## config.mk

```make
export PLATFORM = sky130hd
export DESIGN_NAME = input_buffer_sched_flat
export DESIGN_NICKNAME = d
export VERILOG_FILES = /design/src/rtl/input_buffer_sched_if.sv /design/src/rtl/input_buffer_sched.sv /design/src/flat_wrapper.sv
export SDC_FILE = /design/constraint.sdc
export NUM_CORES = 1
export LEC_CHECK = 0
export ABC_AREA = 1
export CORE_MARGIN = 5
export CORE_UTILIZATION = 30
export CTS_BUF_LIST = sky130_fd_sc_hd__clkbuf_8
export CTS_CLUSTER_SIZE = 16
export DETAILED_ROUTE_END_ITERATION = 8
export PLACE_DENSITY = 0.5
export SETUP_SLACK_MARGIN = 0.05
export SYNTH_ARGS = -nofsm -noshare
export SYNTH_HDL_FRONTEND = slang
export SYNTH_SLANG_ARGS = --single-unit
```

## constraint.sdc

```tcl
create_clock -name clk -period 4.1 [get_ports clk]
set_clock_uncertainty 0.2 [all_clocks]
set_input_delay 0.82 -clock clk [delete_from_list [all_inputs] [get_ports clk]]
set_output_delay 0.82 -clock clk [all_outputs]
set_load 0.02 [all_outputs]
```

## src/rtl/input_buffer_sched_if.sv

```systemverilog
// Buffer-side handshake between the input buffer and its sequencer.
// slave = sequencer view, master = buffer/stream view.
interface input_buffer_sched_if;
  logic i_wr_beat;
  logic i_wr_last;
  logic i_dat_valid;
  logic o_wr_allow;
  logic o_bank_swap;
  logic o_rd_en;

  modport slave (
    input  i_wr_beat, i_wr_last, i_dat_valid,
    output o_wr_allow, o_bank_swap, o_rd_en
  );

  modport master (
    output i_wr_beat, i_wr_last, i_dat_valid,
    input  o_wr_allow, o_bank_swap, o_rd_en
  );
endinterface

```

## src/rtl/input_buffer_sched.sv

```systemverilog
// Ping-pong input buffer sequencer: tracks bank fills, swaps banks, bursts row reads per tile.
// Define IBUF_SCHED_PERF_EN to add the o_stall_cycles fill-wait counter output.
module input_buffer_sched #(
  parameter int DEPTH_LOG2 = 8,
  parameter int TILE_W     = 16
) (
  input  logic                clk,
  input  logic                rst_n,
  input  logic                i_start,
  input  logic                i_abort,
  input  logic [TILE_W-1:0]   i_num_tiles,
  input  logic [DEPTH_LOG2:0] i_rows,
  input  logic                i_core_ready,
  input_buffer_sched_if.slave ibuf,
  output logic                o_busy,
  output logic                o_done,
  output logic [TILE_W-1:0]   o_tile_idx,
  output logic                o_err
`ifdef IBUF_SCHED_PERF_EN
  ,
  output logic [31:0]         o_stall_cycles
`endif
);

  localparam int RW = DEPTH_LOG2 + 1;

  typedef enum logic [2:0] {IDLE, WAIT_FILL, SWAP, READ, DRAIN} state_t;

  state_t              state, state_nxt;
  logic [TILE_W-1:0]   num_tiles_q;
  logic [RW-1:0]       rows_q;
  logic [RW-1:0]       row_cnt;
  logic [RW-1:0]       beat_cnt;
  logic [TILE_W-1:0]   tiles_filled;
  logic [1:0]          mod3;
  logic                wr_full;

  logic start_ok;
  logic pkt_end;
  logic drain_done;
  logic last_tile;

  assign start_ok   = i_start & ~i_abort & (state == IDLE);
  assign pkt_end    = ibuf.i_wr_beat & ibuf.i_wr_last;
  assign drain_done = (state == DRAIN) & (beat_cnt == rows_q) & ~ibuf.i_dat_valid;
  assign last_tile  = (o_tile_idx + TILE_W'(1)) == num_tiles_q;

  // NOTE: every signal gets a default before the case so no path leaves it unassigned (no latches).
  always_comb begin
    state_nxt        = state;
    o_busy           = (state != IDLE);
    ibuf.o_bank_swap = (state == SWAP);
    ibuf.o_rd_en     = (state == READ);
    ibuf.o_wr_allow  = (state != IDLE) & ~wr_full & (tiles_filled < num_tiles_q);
    case (state)
      IDLE:      if (start_ok && i_num_tiles != '0) state_nxt = WAIT_FILL;
      WAIT_FILL: if (wr_full && i_core_ready)       state_nxt = SWAP;
      SWAP:      state_nxt = READ;
      READ:      if (row_cnt == rows_q - RW'(1))    state_nxt = DRAIN;
      DRAIN:     if (drain_done)                    state_nxt = last_tile ? IDLE : WAIT_FILL;
      default:   state_nxt = IDLE;
    endcase
    if (i_abort) state_nxt = IDLE;
  end

  // NOTE: sequential state uses non-blocking assignments so all flops update from pre-edge values.
  always_ff @(posedge clk or negedge rst_n) begin
    if (!rst_n) state <= IDLE;
    else        state <= state_nxt;
  end

  // Job configuration and per-tile counters.
  always_ff @(posedge clk or negedge rst_n) begin
    if (!rst_n) begin
      num_tiles_q <= '0;
      rows_q      <= RW'(1);
      row_cnt     <= '0;
      beat_cnt    <= '0;
      o_tile_idx  <= '0;
      o_done      <= 1'b0;
    end else begin
      if (start_ok) begin
        num_tiles_q <= i_num_tiles;
        rows_q      <= (i_rows == '0) ? RW'(1) : i_rows;
      end

      if (state == READ) row_cnt <= row_cnt + RW'(1);
      else               row_cnt <= '0;

      if (state == SWAP)
        beat_cnt <= '0;
      else if ((state == READ || state == DRAIN) && ibuf.i_dat_valid)
        beat_cnt <= beat_cnt + RW'(1);

      if (start_ok)                     o_tile_idx <= '0;
      else if (drain_done && !i_abort)  o_tile_idx <= o_tile_idx + TILE_W'(1);

      o_done <= ~i_abort & ((start_ok & (i_num_tiles == '0)) | (drain_done & last_tile));
    end
  end

  // Write-side snoop: bank fill flag, packet count and 3-beat alignment for the 64->96 gearbox.
  always_ff @(posedge clk or negedge rst_n) begin
    if (!rst_n) begin
      wr_full      <= 1'b0;
      tiles_filled <= '0;
      mod3         <= '0;
      o_err        <= 1'b0;
    end else begin
      if (i_abort)               wr_full <= 1'b0;
      else if (pkt_end)          wr_full <= 1'b1;
      else if (ibuf.o_bank_swap) wr_full <= 1'b0;

      if (start_ok)     tiles_filled <= '0;
      else if (pkt_end) tiles_filled <= tiles_filled + TILE_W'(1);

      if (start_ok || ibuf.o_bank_swap) mod3 <= '0;
      else if (ibuf.i_wr_beat)          mod3 <= (mod3 == 2'd2) ? 2'd0 : mod3 + 2'd1;

      // The last beat completes a multiple of 3 only if two beats were already pending.
      if (start_ok)                      o_err <= 1'b0;
      else if (pkt_end && mod3 != 2'd2)  o_err <= 1'b1;
    end
  end

`ifdef IBUF_SCHED_PERF_EN
  always_ff @(posedge clk or negedge rst_n) begin
    if (!rst_n)
      o_stall_cycles <= '0;
    else if (start_ok)
      o_stall_cycles <= '0;
    else if (o_busy && state == WAIT_FILL && o_stall_cycles != '1)
      o_stall_cycles <= o_stall_cycles + 32'd1;
  end
`endif

endmodule

```

## src/flat_wrapper.sv

```systemverilog
// flat-port wrapper written by rule: the top's interface ports become plain ports
module input_buffer_sched_flat 
#(
  parameter int DEPTH_LOG2 = 8,
  parameter int TILE_W     = 16
)
  (clk, rst_n, i_start, i_abort, i_num_tiles, i_rows, i_core_ready, o_busy, o_done, o_tile_idx, o_err, ibuf_i_wr_beat, ibuf_i_wr_last, ibuf_i_dat_valid, ibuf_o_wr_allow, ibuf_o_bank_swap, ibuf_o_rd_en);
  input_buffer_sched_if ibuf_i ();
  input  logic clk;
  input  logic rst_n;
  input  logic i_start;
  input  logic i_abort;
  input  logic [TILE_W-1:0] i_num_tiles;
  input  logic [DEPTH_LOG2:0] i_rows;
  input  logic i_core_ready;
  output logic o_busy;
  output logic o_done;
  output logic [TILE_W-1:0] o_tile_idx;
  output logic o_err;
  input wire logic [$bits(ibuf_i.i_wr_beat)-1:0] ibuf_i_wr_beat;
  input wire logic [$bits(ibuf_i.i_wr_last)-1:0] ibuf_i_wr_last;
  input wire logic [$bits(ibuf_i.i_dat_valid)-1:0] ibuf_i_dat_valid;
  output wire logic [$bits(ibuf_i.o_wr_allow)-1:0] ibuf_o_wr_allow;
  output wire logic [$bits(ibuf_i.o_bank_swap)-1:0] ibuf_o_bank_swap;
  output wire logic [$bits(ibuf_i.o_rd_en)-1:0] ibuf_o_rd_en;
  assign ibuf_i.i_wr_beat = ibuf_i_wr_beat;
  assign ibuf_i.i_wr_last = ibuf_i_wr_last;
  assign ibuf_i.i_dat_valid = ibuf_i_dat_valid;
  assign ibuf_o_wr_allow = ibuf_i.o_wr_allow;
  assign ibuf_o_bank_swap = ibuf_i.o_bank_swap;
  assign ibuf_o_rd_en = ibuf_i.o_rd_en;
  input_buffer_sched #(.DEPTH_LOG2(DEPTH_LOG2), .TILE_W(TILE_W)) u_core (.clk(clk), .rst_n(rst_n), .i_start(i_start), .i_abort(i_abort), .i_num_tiles(i_num_tiles), .i_rows(i_rows), .i_core_ready(i_core_ready), .ibuf(ibuf_i), .o_busy(o_busy), .o_done(o_done), .o_tile_idx(o_tile_idx), .o_err(o_err));
endmodule
```

# Word-level counts from Yosys, hierarchy flattened
# Index checks and enable logic that the tools add are counted.
# classes
add_sub_neg	6
n_mul	0
n_div	0
order_cmp	1
n_eq_ne	13
shift	0
mux	23
bitwise_logic	14
reduce_logical	20
# op_table
operator	n
$mux W16	4
$mux W9	4
$add A16 B1 Y16 const B	2
$add A9 B1 Y9 const B	2
$eq A9 B9 Y1	2
$eq A16 B16 Y1	1
$logic_not A16 Y1	1
$lt A16 B16 Y1	1
$reduce_bool A16 Y1	1
$mux W3	5
$pmux W3 S5	1
$and A1 B1 Y1	10
$reduce_bool A2 Y1	5
$logic_not A9 Y1	1
$ne A3 B2 Y1 const B	3
$sub A9 B1 Y9 const B	1
$eq A3 B2 Y1 const B	2
$mux W1	6
$mux W2	3
$reduce_bool A3 Y1	2
$logic_and A1 B1 Y1	5
$reduce_and A4 Y1	1
$eq A3 B1 Y1 const B	1
$eq A3 B3 Y1 const B	1
9 further kinds	12
# word_totals
ff_bits	83
latchBits	0
mem_bits_rw	0
rom_bits	0
input_bits	33
out_inout_bits	22
wordCells	88
n_memories	0

# Depth between registers and ports, before layout
# Gate-level depths: netlist (run 1).
# depth
ltp_word	7
depth_mapped	16
depth_no_buf	16

# Worst setup path before layout (run 1)
# No wires, ideal clock.
# synth_path
path_type	register -> output
start	register u_core.tiles_filled[9]
end	output ibuf_o_wr_allow
t_arrival_ns	1.803
required_time_ns	3.080
setup_slack_ns	1.277
path_stages_with_launch	7
path_buffers	0
path_cell_list	dfrtp_1 -> ha_1 -> a21oi_1 -> o21ai_0 -> a2111oi_0 -> nand2_1 -> nor3_1
# synth_between
elab_chain_cells	2
# synth_lines
item	line	text
from (decl)	input_buffer_sched.sv:34	logic [TILE_W-1:0] tiles_filled;
from (signal assigned)	input_buffer_sched.sv:115	else if (pkt_end) tiles_filled <= tiles_filled + TILE_W'(1);
$lt A16 B16 Y1	input_buffer_sched.sv:54	ibuf.o_wr_allow = (state != IDLE) & ~wr_full & (tiles_filled < num_tiles_q);
$and A1 B1 Y1	input_buffer_sched.sv:54	
to (decl)	flat_wrapper.sv:23	output wire logic [$bits(ibuf_i.o_wr_allow)-1:0] ibuf_o_wr_allow;
# No other way between the ends.

# Worst setup path in the final report (run 1)
# layout_path
start	register u_core.num_tiles_q[9]
end	output ibuf_o_wr_allow
# layout_between
elab_chain_cells	2
# layout_lines
item	line	text
from (decl)	input_buffer_sched.sv:30	logic [TILE_W-1:0] num_tiles_q;
from (signal assigned)	input_buffer_sched.sv:83	num_tiles_q <= i_num_tiles;
$lt A16 B16 Y1	input_buffer_sched.sv:54	
$and A1 B1 Y1	input_buffer_sched.sv:54	
# No other way between the ends.

==> impl_metrics.yaml, run 1 <==
global_routing:
  grt_max_degree: 40
  overflow: 0
  grt_pass1_vias: 4768
  grt_pass1_wl_mm: 24.2
  antenna_found_initial: 0
  grtUsageTotal_pct: 15.0
logic_synthesis:
  yosys_register_bits: 83
  synth_cell_type_count: 46
  synth_edf_count: 0
  ys_async_sr_fraction_pct: 100
  yosysSeqAreaShare_pct: 39.7
  synth_ff_type: "dfrtp_1"
  yosys_warnings: 0
  syn_inst: 711
  netlist_area_mm2: 0.00523
  synth.avg_cell_area_um2: 7.36
  synth_nets: 764
clocking:
  cts-hold-fix-buffers: 0
  cts_tree: "done"
  clkTransAtPathRegs_ns: 0.09
  postCtsSetupBuffers: 0
  htree_levels: 3
  clock-sinks: 83
  cts_root_buf: "clkbuf_8"
  cts_buffers: 9
  clk_latency_ns: 0.37
  cts.path.max_buffers: 2
worst_setup_path:
  reg2reg_slack_ns: 1.73
  criticalPathCategory: "register to output port"
  rr_endpoint: "u_core.o_tile_idx[2]"
  cp_slowest_cell: "a2111oi_1"
  arrival_ns: 2.49
  rr_worst_depth: 12
  crit_path_end_kind: "output port"
  worst_ep_required_time_ns: 3.08
  startpoint_type: "register"
  path_cells: "inv_1, ha_1, a21oi_1, o21ai_0, a2111oi_1, nand2_1, nor3_1, dlymetal6s2s_1"
  cp_max_fo: 4
  crit_path_max_incr_delay_ns: 0.44
  rr_startpoint: "u_core.state[1]"
placement:
  place.gp.congestion: 0.910
  dp_cells: 988
  port_buffers: 54
  hpwl_mm: 11.4
  pre_cts_ws_ns: 0.411
floorplanning:
  core_mm2: 0.0172
  ios: 55
  start_util_pct: 30.4
  die_w_um: 142
  dieHeight_um: 142
  rows: 48
  die_area_mm2: 0.0202
detailed_routing:
  routedWlPerCell_um: 14.3
  drt-initial-drc-count: 309
  dr.pass1.iters: 5
  routed_wl_mm: 14.4
  remaining_drc_errors: 0
  drtAntennaViolNets: 0
  viasPerCell: 4.71
  vias: 4730
hold_path:
  min_path_type: "input port to async pin"
sta:
  worstMarginPinSlew_ns: 0.576
  timing.fmax_mhz: 285
  fin_ws_ns: 0.586
  layout_min_cycle_time_ns: 3.51
  rsz0062_at_grt: "false"
  final-setup-viol-count: 0
  hold-worst-slack_ns: 0.120
  finalSetupTns_ns: 0
  period_share_pct: 85.7
  max_slew_margin_pct: 61.5
  maxSlewViolCount: 0
  final_hold_viol_count: 0
power_and_ir_drop:
  cellLeakagePower_nw: 2.85
  cellPowerDensity_mw_per_mm2: 459
  irDropWorstVdd_uv: 172
layout:
  fin_cells: 1004
  nNetsFinal: 827
  syn_to_final_growth_pct: 19.6
  num_antenna_cells: 0
  drive_above_1_share_pct: 8.22
status:
  status: "completed"
run:
  cap_violations: 0
[metal layers]
layer	up-vias	part of all wire [%]	track usage (%)
li1	2455	-	-
met1	2172	49	20.8
met2	81	45	23.4
met3	22	3.2	2.08
met4	0	2.5	6.36
met5	-	0	0
[synthesized netlist by cell type, types with 3 or more instances]
library cell / instances / area (um^2)
a21oi_1: 34 / 170
buf_2: 5 / 25.0
clkbuf_1: 3 / 11.3
dfrtp_1: 82 / 2050
ha_1: 20 / 250
inv_1: 96 / 360
inv_2: 6 / 22.5
nand2_1: 178 / 668
nand2_2: 6 / 37.5
nand3_1: 51 / 255
nand3_2: 5 / 50.1
nand4_1: 10 / 62.6
nor2_1: 71 / 267
nor2_2: 8 / 50.1
nor2_4: 3 / 33.8
nor3_1: 7 / 35.0
nor3_2: 4 / 40.0
nor4_1: 5 / 31.3
o21ai_0: 58 / 290
o22ai_1: 11 / 68.8
xnor2_1: 10 / 87.6
xor2_1: 6 / 52.6
[per-stage QoR]
stage,power [W],util [%],area (um^2)
floorplan,0.00192,-,5230
global placement,0.00225,35.3,6060
detailed placement,0.00228,35.3,6060
CTS,0.00290,36.4,6250
global route,0.00313,36.4,6260
finish,0.00287,36.4,6260
[state kept, by name, indices dropped and copies added (netlist names)]
signal / flops
u_core.state: 3
u_core.o_tile_idx: 16
u_core.rows_q: 9
u_core.o_done: 1
u_core.wr_full: 1
u_core.num_tiles_q: 16
u_core.beat_cnt: 9
u_core.o_err: 1
u_core.mod3: 2
u_core.tiles_filled: 16
u_core.row_cnt: 9
[worst max-delay path by stage]
stage | from | to | slack (ns)
floorplan | u_core.tiles_filled[9] | ibuf_o_wr_allow | 1.28
global placement | u_core.tiles_filled[9] | ibuf_o_wr_allow | 0.40
global route | u_core.num_tiles_q[9] | ibuf_o_wr_allow | 0.41
CTS | u_core.num_tiles_q[9] | ibuf_o_wr_allow | 0.09
detailed placement | u_core.num_tiles_q[9] | ibuf_o_wr_allow | 0.41
finish | u_core.num_tiles_q[9] | ibuf_o_wr_allow | 0.59
[cell families after synthesis]
| family | after synthesis | synth area share, % |
|---|---|---|
| adder cells (fa/ha/maj) | 20 | 4.78 |
| AO/OA/AOI/OAI | 121 | 12.8 |
| XOR/XNOR | 17 | 3.21 |
| flip-flops | 83 | 39.7 |
| AND/OR/NAND/NOR | 359 | 31.3 |
| buffers and inverters | 111 | 8.16 |
[critical path: cells and delay by family, from the launching register on]
kind | cells | cell delay [ns]
AOI/OAI and AO/OA | 3 | 0.69
DFF | 1 | 0.41
buffers and inverters | 2 | 0.37
and+or+nand+nor | 2 | 0.35
adders and majority gates | 1 | 0.30
[cell usage in the layout, fill, tap and decap left out, types with 6 or more instances in the layout]
cell             instances
a21oi_1                 34
buf_4                    8
clkbuf_8                10
clkdlybuf4s50_1         52
dfrtp_1                 82
ha_1                    20
inv_1                   98
inv_2                    6
nand2_1                178
nand2_2                  6
nand3_1                 51
nand4_1                 10
nor2_1                  71
nor2_2                   8
nor3_1                   7
o21ai_0                 58
o22ai_1                 11
xnor2_1                 10
xor2_1                   6
[where the power goes]
| part | internal [W] | switching [W] |
|---|---|---|
| Combinational | 0.000434 | 0.000674 |
| Clock | 0.000293 | 0.000322 |
| Sequential | 0.000993 | 0.000156 |
| Total | 0.00172 | 0.00115 |
[final cells by class]
type	instances	area [um^2]
clock buffers	10	138
flip-flops and latches	83	2080
inverters	102	383
repair buffers	61	593
multi-input cells	517	2730
well taps	225	282
clock inverters	6	57.6
fillers	1823	10900
[what timing repair did]
action / 4_1_cts / 5_1_grt
setup endpoints to repair: 1 / 1
resized for setup: 1 / 1
endpoints found under the hold margin: 0 / 0
(Power assumes the default switching activity.)
==> run 2: changes to the inputs <==
--- a/config.mk
+++ b/config.mk
@@ -8,11 +8,11 @@
 export ABC_AREA = 1
 export CORE_MARGIN = 5
 export CORE_UTILIZATION = 30
-export CTS_BUF_LIST = sky130_fd_sc_hd__clkbuf_8
 export CTS_CLUSTER_SIZE = 16
 export DETAILED_ROUTE_END_ITERATION = 8
 export PLACE_DENSITY = 0.5
 export SETUP_SLACK_MARGIN = 0.05
+export SKIP_CTS_REPAIR_TIMING = 1
 export SYNTH_ARGS = -nofsm -noshare
 export SYNTH_HDL_FRONTEND = slang
 export SYNTH_SLANG_ARGS = --single-unit
==> run 2 against run 1 <==
- cell count is the same
- non-clock buffer count is the same
- die area stayed put
- largest cell class unchanged
==> impl_metrics.yaml, run 2 (synthesis gave the netlist of run 1 again) <==
sta:
  layout_min_cycle_time_ns: 3.48
  max_slew_margin_pct: 61.4
  worstMarginPinSlew_ns: 0.578
  final_hold_viol_count: 0
  final-setup-viol-count: 0
  period_share_pct: 84.9
  finalSetupTns_ns: 0
  timing.fmax_mhz: 287
  maxSlewViolCount: 0
  rsz0062_at_grt: "false"
detailed_routing:
  routed_wl_mm: 14.4
  drt-initial-drc-count: 277
  remaining_drc_errors: 0
  viasPerCell: 4.72
  dr.pass1.iters: 5
  routedWlPerCell_um: 14.4
  vias: 4739
  drtAntennaViolNets: 0
clocking:
  cts_root_buf: "clkbuf_16"
  cts.path.max_buffers: 2
  clock-sinks: 83
  cts_tree: "done"
  cts_buffers: 9
  htree_levels: 3
  clk_latency_ns: 0.34
  clkTransAtPathRegs_ns: 0.06
floorplanning:
  die_w_um: 142
  ios: 55
  die_area_mm2: 0.0202
  dieHeight_um: 142
  core_mm2: 0.0172
  rows: 48
  start_util_pct: 30.4
global_routing:
  grtUsageTotal_pct: 15.0
  overflow: 0
  grt_pass1_vias: 4785
  grt_pass1_wl_mm: 24.3
  grt_max_degree: 40
  antenna_found_initial: 0
placement:
  place.gp.congestion: 0.910
  port_buffers: 54
  dpl_cell_area_mm2: 0.00606
  hpwl_mm: 11.4
worst_setup_path:
  startpoint_type: "register"
  worst_ep_required_time_ns: 3.08
  rr_worst_depth: 12
  reg2reg_slack_ns: 1.74
  crit_start: "u_core.num_tiles_q[9]"
  cp_max_fo: 4
  criticalPathCategory: "register to output port"
  arrival_ns: 2.46
  crit_path_end_kind: "output port"
  endpoint: "ibuf_o_wr_allow"
  rr_endpoint: "u_core.o_tile_idx[2]"
  rr_startpoint: "u_core.state[1]"
layout:
  final_common_cell: "nand2_1"
  nNetsFinal: 827
  drive_above_1_share_pct: 8.22
  syn_to_final_growth_pct: 21.6
  design_area_mm2: 0.00636
  num_antenna_cells: 0
  largestRegisters: "u_core.num_tiles_q x16, u_core.o_tile_idx x16, u_core.tiles_filled x16"
  fill_cells: 1817
  layout_common_cells: "178 x nand2_1, 96 x inv_1, 82 x dfrtp_1, 71 x nor2_1, 58 x o21ai_0"
power_and_ir_drop:
  cellLeakagePower_nw: 2.89
  cellPowerDensity_mw_per_mm2: 487
  irDropWorstVdd_uv: 221
run:
  cap_violations: 0
status:
  status: "completed"
hold_path:
  min_path_type: "input port to async pin"
==> run 2: cell count changes in the layout (fill, tap and decap cells not counted) <==
cell,change
clkbuf_1,+2
inv_1,-2
clkbuf_16,+9
clkbuf_8,-9
==> run 2: final cells by class <==
| cell class | instances | area (um^2) | share of cell area [%] |
|---|---|---|---|
| clock inverters | 4 | 50.0 | 0.787 |
| clock buffers | 12 | 246 | 3.88 |
| repair buffers | 61 | 593 | 9.33 |
| inverters | 102 | 383 | 6.02 |
| well taps | 225 | 282 | 4.43 |
| flip-flops and latches | 83 | 2080 | 32.7 |
| multi-input cells | 517 | 2730 | 42.9 |
==> run 2: power by group <==
group / leakage, nW / switching [W] / internal, W
Clock: 0.139 / 0.000347 / 0.000489
Sequential: 1.10 / 0.000156 / 0.000995
Combinational: 1.65 / 0.000675 / 0.000434
Total: 2.89 / 0.00118 / 0.00192
==> run 2: per-layer routing <==
layer / up-vias / track usage [%] / share of wire, %
met1: 2188 / 20.8 / 50
met2: 71 / 23.5 / 45
met3: 20 / 2.08 / 3.0
met4: 0 / 6.06 / 2.3
li1: 2460 / - / -
met5: - / 0 / 0
==> run 2: how the worst min path moves through the flow <==
stage | end | slack, ns | cells after the start | startpoint
finish | u_core.tiles_filled[12] | 0.15 | 1 | rst_n
CTS | u_core.tiles_filled[0] | 0.15 | 1 | rst_n
floorplan | u_core.row_cnt[0] | 0.25 | 1 | u_core.row_cnt[0]
detailed placement | u_core.row_cnt[0] | 0.29 | 1 | u_core.row_cnt[0]
global placement | u_core.row_cnt[0] | 0.28 | 1 | u_core.row_cnt[0]
global route | u_core.o_err | 0.17 | 1 | rst_n
==> run 2: through the flow <==
step	setup slack [ns]	std cells	power (W)	hold slack [ns]	utilization [%]
after floorplan	1.28	711	0.00192	0.254	-
after global placement	0.398	988	0.00225	0.283	35.3
after detailed placement	0.411	988	0.00228	0.289	35.3
after CTS	0.0366	1004	0.00312	0.154	37.0
after global routing	0.454	1004	0.00335	0.169	37.0
final	0.619	1004	0.00309	0.153	37.0
==> run 2: worst max-delay path, cell delays in order, from the launching register on <==
cell            delay [ns]
dfrtp_1               0.41
inv_1                 0.10
ha_1                  0.30
a21oi_1               0.15
o21ai_0               0.10
a2111oi_1             0.44
nand2_1               0.13
nor3_1                0.22
dlymetal6s2s_1        0.27
==> run 3: changes to the inputs <==
--- a/config.mk
+++ b/config.mk
@@ -10,7 +10,7 @@
 export CORE_UTILIZATION = 30
 export CTS_CLUSTER_SIZE = 16
 export DETAILED_ROUTE_END_ITERATION = 8
-export PLACE_DENSITY = 0.5
+export PLACE_DENSITY = 0.51
 export SETUP_SLACK_MARGIN = 0.05
 export SKIP_CTS_REPAIR_TIMING = 1
 export SYNTH_ARGS = -nofsm -noshare
==> constraint.sdc (replaced) <==
create_clock -name clk -period 3 [get_ports clk]
set_clock_uncertainty 0.2 [all_clocks]
set_input_delay 0.6 -clock clk [delete_from_list [all_inputs] [get_ports clk]]
set_output_delay 0.6 -clock clk [all_outputs]
set_load 0.02 [all_outputs]
==> run 3 against run 2 <==
- flip-flop and latch count did not move
- highest routed layer unchanged
- cell count rose by 4.0%
- cell area rose by 6.5%
- largest power group is now combinational logic
- die area did not move
- global-route usage rose by 0.059 points
- hold slack got worse by 0.15 ns
- worst setup slack got worse by 0.57 ns
==> impl_metrics.yaml, run 3 (synthesis gave the netlist of run 1 again) <==
status:
  status: "completed"
detailed_routing:
  drtAntennaViolNets: 0
  dr.pass1.iters: 5
  routedWlPerCell_um: 13.8
  vias: 4790
  remaining_drc_errors: 0
  routed_wl_mm: 14.4
  drt-initial-drc-count: 279
  viasPerCell: 4.59
clocking:
  clk_latency_ns: 0.34
  cts_tree: "done"
  cts_root_buf: "clkbuf_16"
  clock-sinks: 83
  cts.path.max_buffers: 2
  clkTransAtPathRegs_ns: 0.06
  cts_buffers: 9
  htree_levels: 3
floorplanning:
  die_area_mm2: 0.0202
  core_mm2: 0.0172
  dieHeight_um: 142
  rows: 48
  die_w_um: 142
  ios: 55
  start_util_pct: 30.4
power_and_ir_drop:
  cellLeakagePower_nw: 3.11
  cellPowerDensity_mw_per_mm2: 688
  irDropWorstVdd_uv: 361
layout:
  syn_to_final_growth_pct: 29.4
  num_antenna_cells: 0
  nNetsFinal: 867
  drive_above_1_share_pct: 14.5
  final_util_pct: 39.4
  final_common_cell: "nand2_1"
  layout_common_cells: "175 x nand2_1, 93 x inv_1, 82 x dfrtp_1, 71 x nor2_1, 57 x o21ai_0"
  fill_cells: 1832
  fin_cells: 1044
  largestRegisters: "u_core.num_tiles_q x16, u_core.o_tile_idx x16, u_core.tiles_filled x16"
sta:
  period_share_pct: 98.4
  maxSlewViolCount: 0
  final_hold_viol_count: 0
  fin_ws_ns: 0.0466
  rsz0062_at_grt: "true"
  max_slew_margin_pct: 68.3
  layout_min_cycle_time_ns: 2.95
  final-setup-viol-count: 0
  timing.fmax_mhz: 339
  worstMarginPinSlew_ns: 0.475
  hold-worst-slack_ns: 0.00555
run:
  cap_violations: 0
worst_setup_path:
  crit_path_end_kind: "output port"
  criticalPathCategory: "register to output port"
  worst_ep_required_time_ns: 2.20
  arrival_ns: 2.15
  startpoint_type: "register"
  cp_max_fo: 2
placement:
  pre_cts_ws_ns: -0.340
  port_buffers: 54
  hpwl_mm: 11.5
  dp_cells: 1026
  place.gp.congestion: 0.857
global_routing:
  grt_max_degree: 50
  grt_pass1_vias: 4654
  overflow: 0
  grt_pass1_wl_mm: 24.1
  antenna_found_initial: 0
  grtUsageTotal_pct: 15.0
hold_path:
  min_path_type: "input port to async pin"
## run 3: cell count changes in the layout (fill, tap and decap cells not counted), moves of 2 or more
cell	previous run	this run
inv_1	96	93
ha_1	20	18
nand2_2	6	9
inv_2	6	9
a21oi_1	34	32
ha_4	0	2
nand2_1	178	175
buf_4	8	47
## run 3: critical path, cell delays in order, from the launching register on
cell and delay [ns]:
dfrtp_1 0.42, ha_4 0.26, a21oi_2 0.12, o21ai_2 0.08
a2111oi_2 0.37, buf_4 0.17, nand2_2 0.05, nor3_2 0.10
buf_4 0.14, buf_6 0.11
## run 3: worst paths after layout
kind,start,endpoint,slack [ns],depth (start not counted)
min in group clk,u_core.o_err,u_core.o_err,0.31,2
hold / removal,rst_n,u_core.tiles_filled[9],0.006,1
hold reg to reg,u_core.o_err,u_core.o_err,0.31,2
setup / recovery,u_core.tiles_filled[11],ibuf_o_wr_allow,0.05,9
setup reg to reg,u_core.o_tile_idx[0],u_core.state[0],0.73,14
max in group asynchronous,rst_n,u_core.row_cnt[6],1.96,2
## run 3: final cells by class
| type | count | area [um^2] | area share, % |
|---|---|---|---|
| clock buffer | 12 | 256 | 3.79 |
| clock inverter | 4 | 72.6 | 1.07 |
| inverter | 102 | 383 | 5.66 |
| multi-input combinational | 517 | 2790 | 41.3 |
| sequential | 83 | 2080 | 30.7 |
| tap | 225 | 282 | 4.16 |
| timing repair buffer | 101 | 905 | 13.4 |
## run 3: per-layer routing
layer | GRT usage, % | vias up | share of wire, %
met4 | 5.05 | 0 | 1.7
met2 | 22.3 | 64 | 43
met1 | 22.5 | 2177 | 52
li1 | - | 2535 | -
met3 | 1.85 | 14 | 2.8
met5 | 0 | - | 0
## run 3: power by group
group	leakage, nW	total (W)	internal, W	switching, W
logic	1.85	0.00188	0.000834	0.00104
registers	1.10	0.00155	0.00136	0.000187
clock network	0.159	0.00123	0.000774	0.000457
## run 3: per-stage QoR
stage,setup TNS (ns),cell area [um^2],total power [W]
after detailed placement,-0.340,6360,0.00338
after floorplan,0,5230,0.00262
final,0,6770,0.00466
after global routing,-0.0752,6770,0.00505
after global placement,-0.398,6360,0.00337
after CTS,-0.728,6690,0.00463
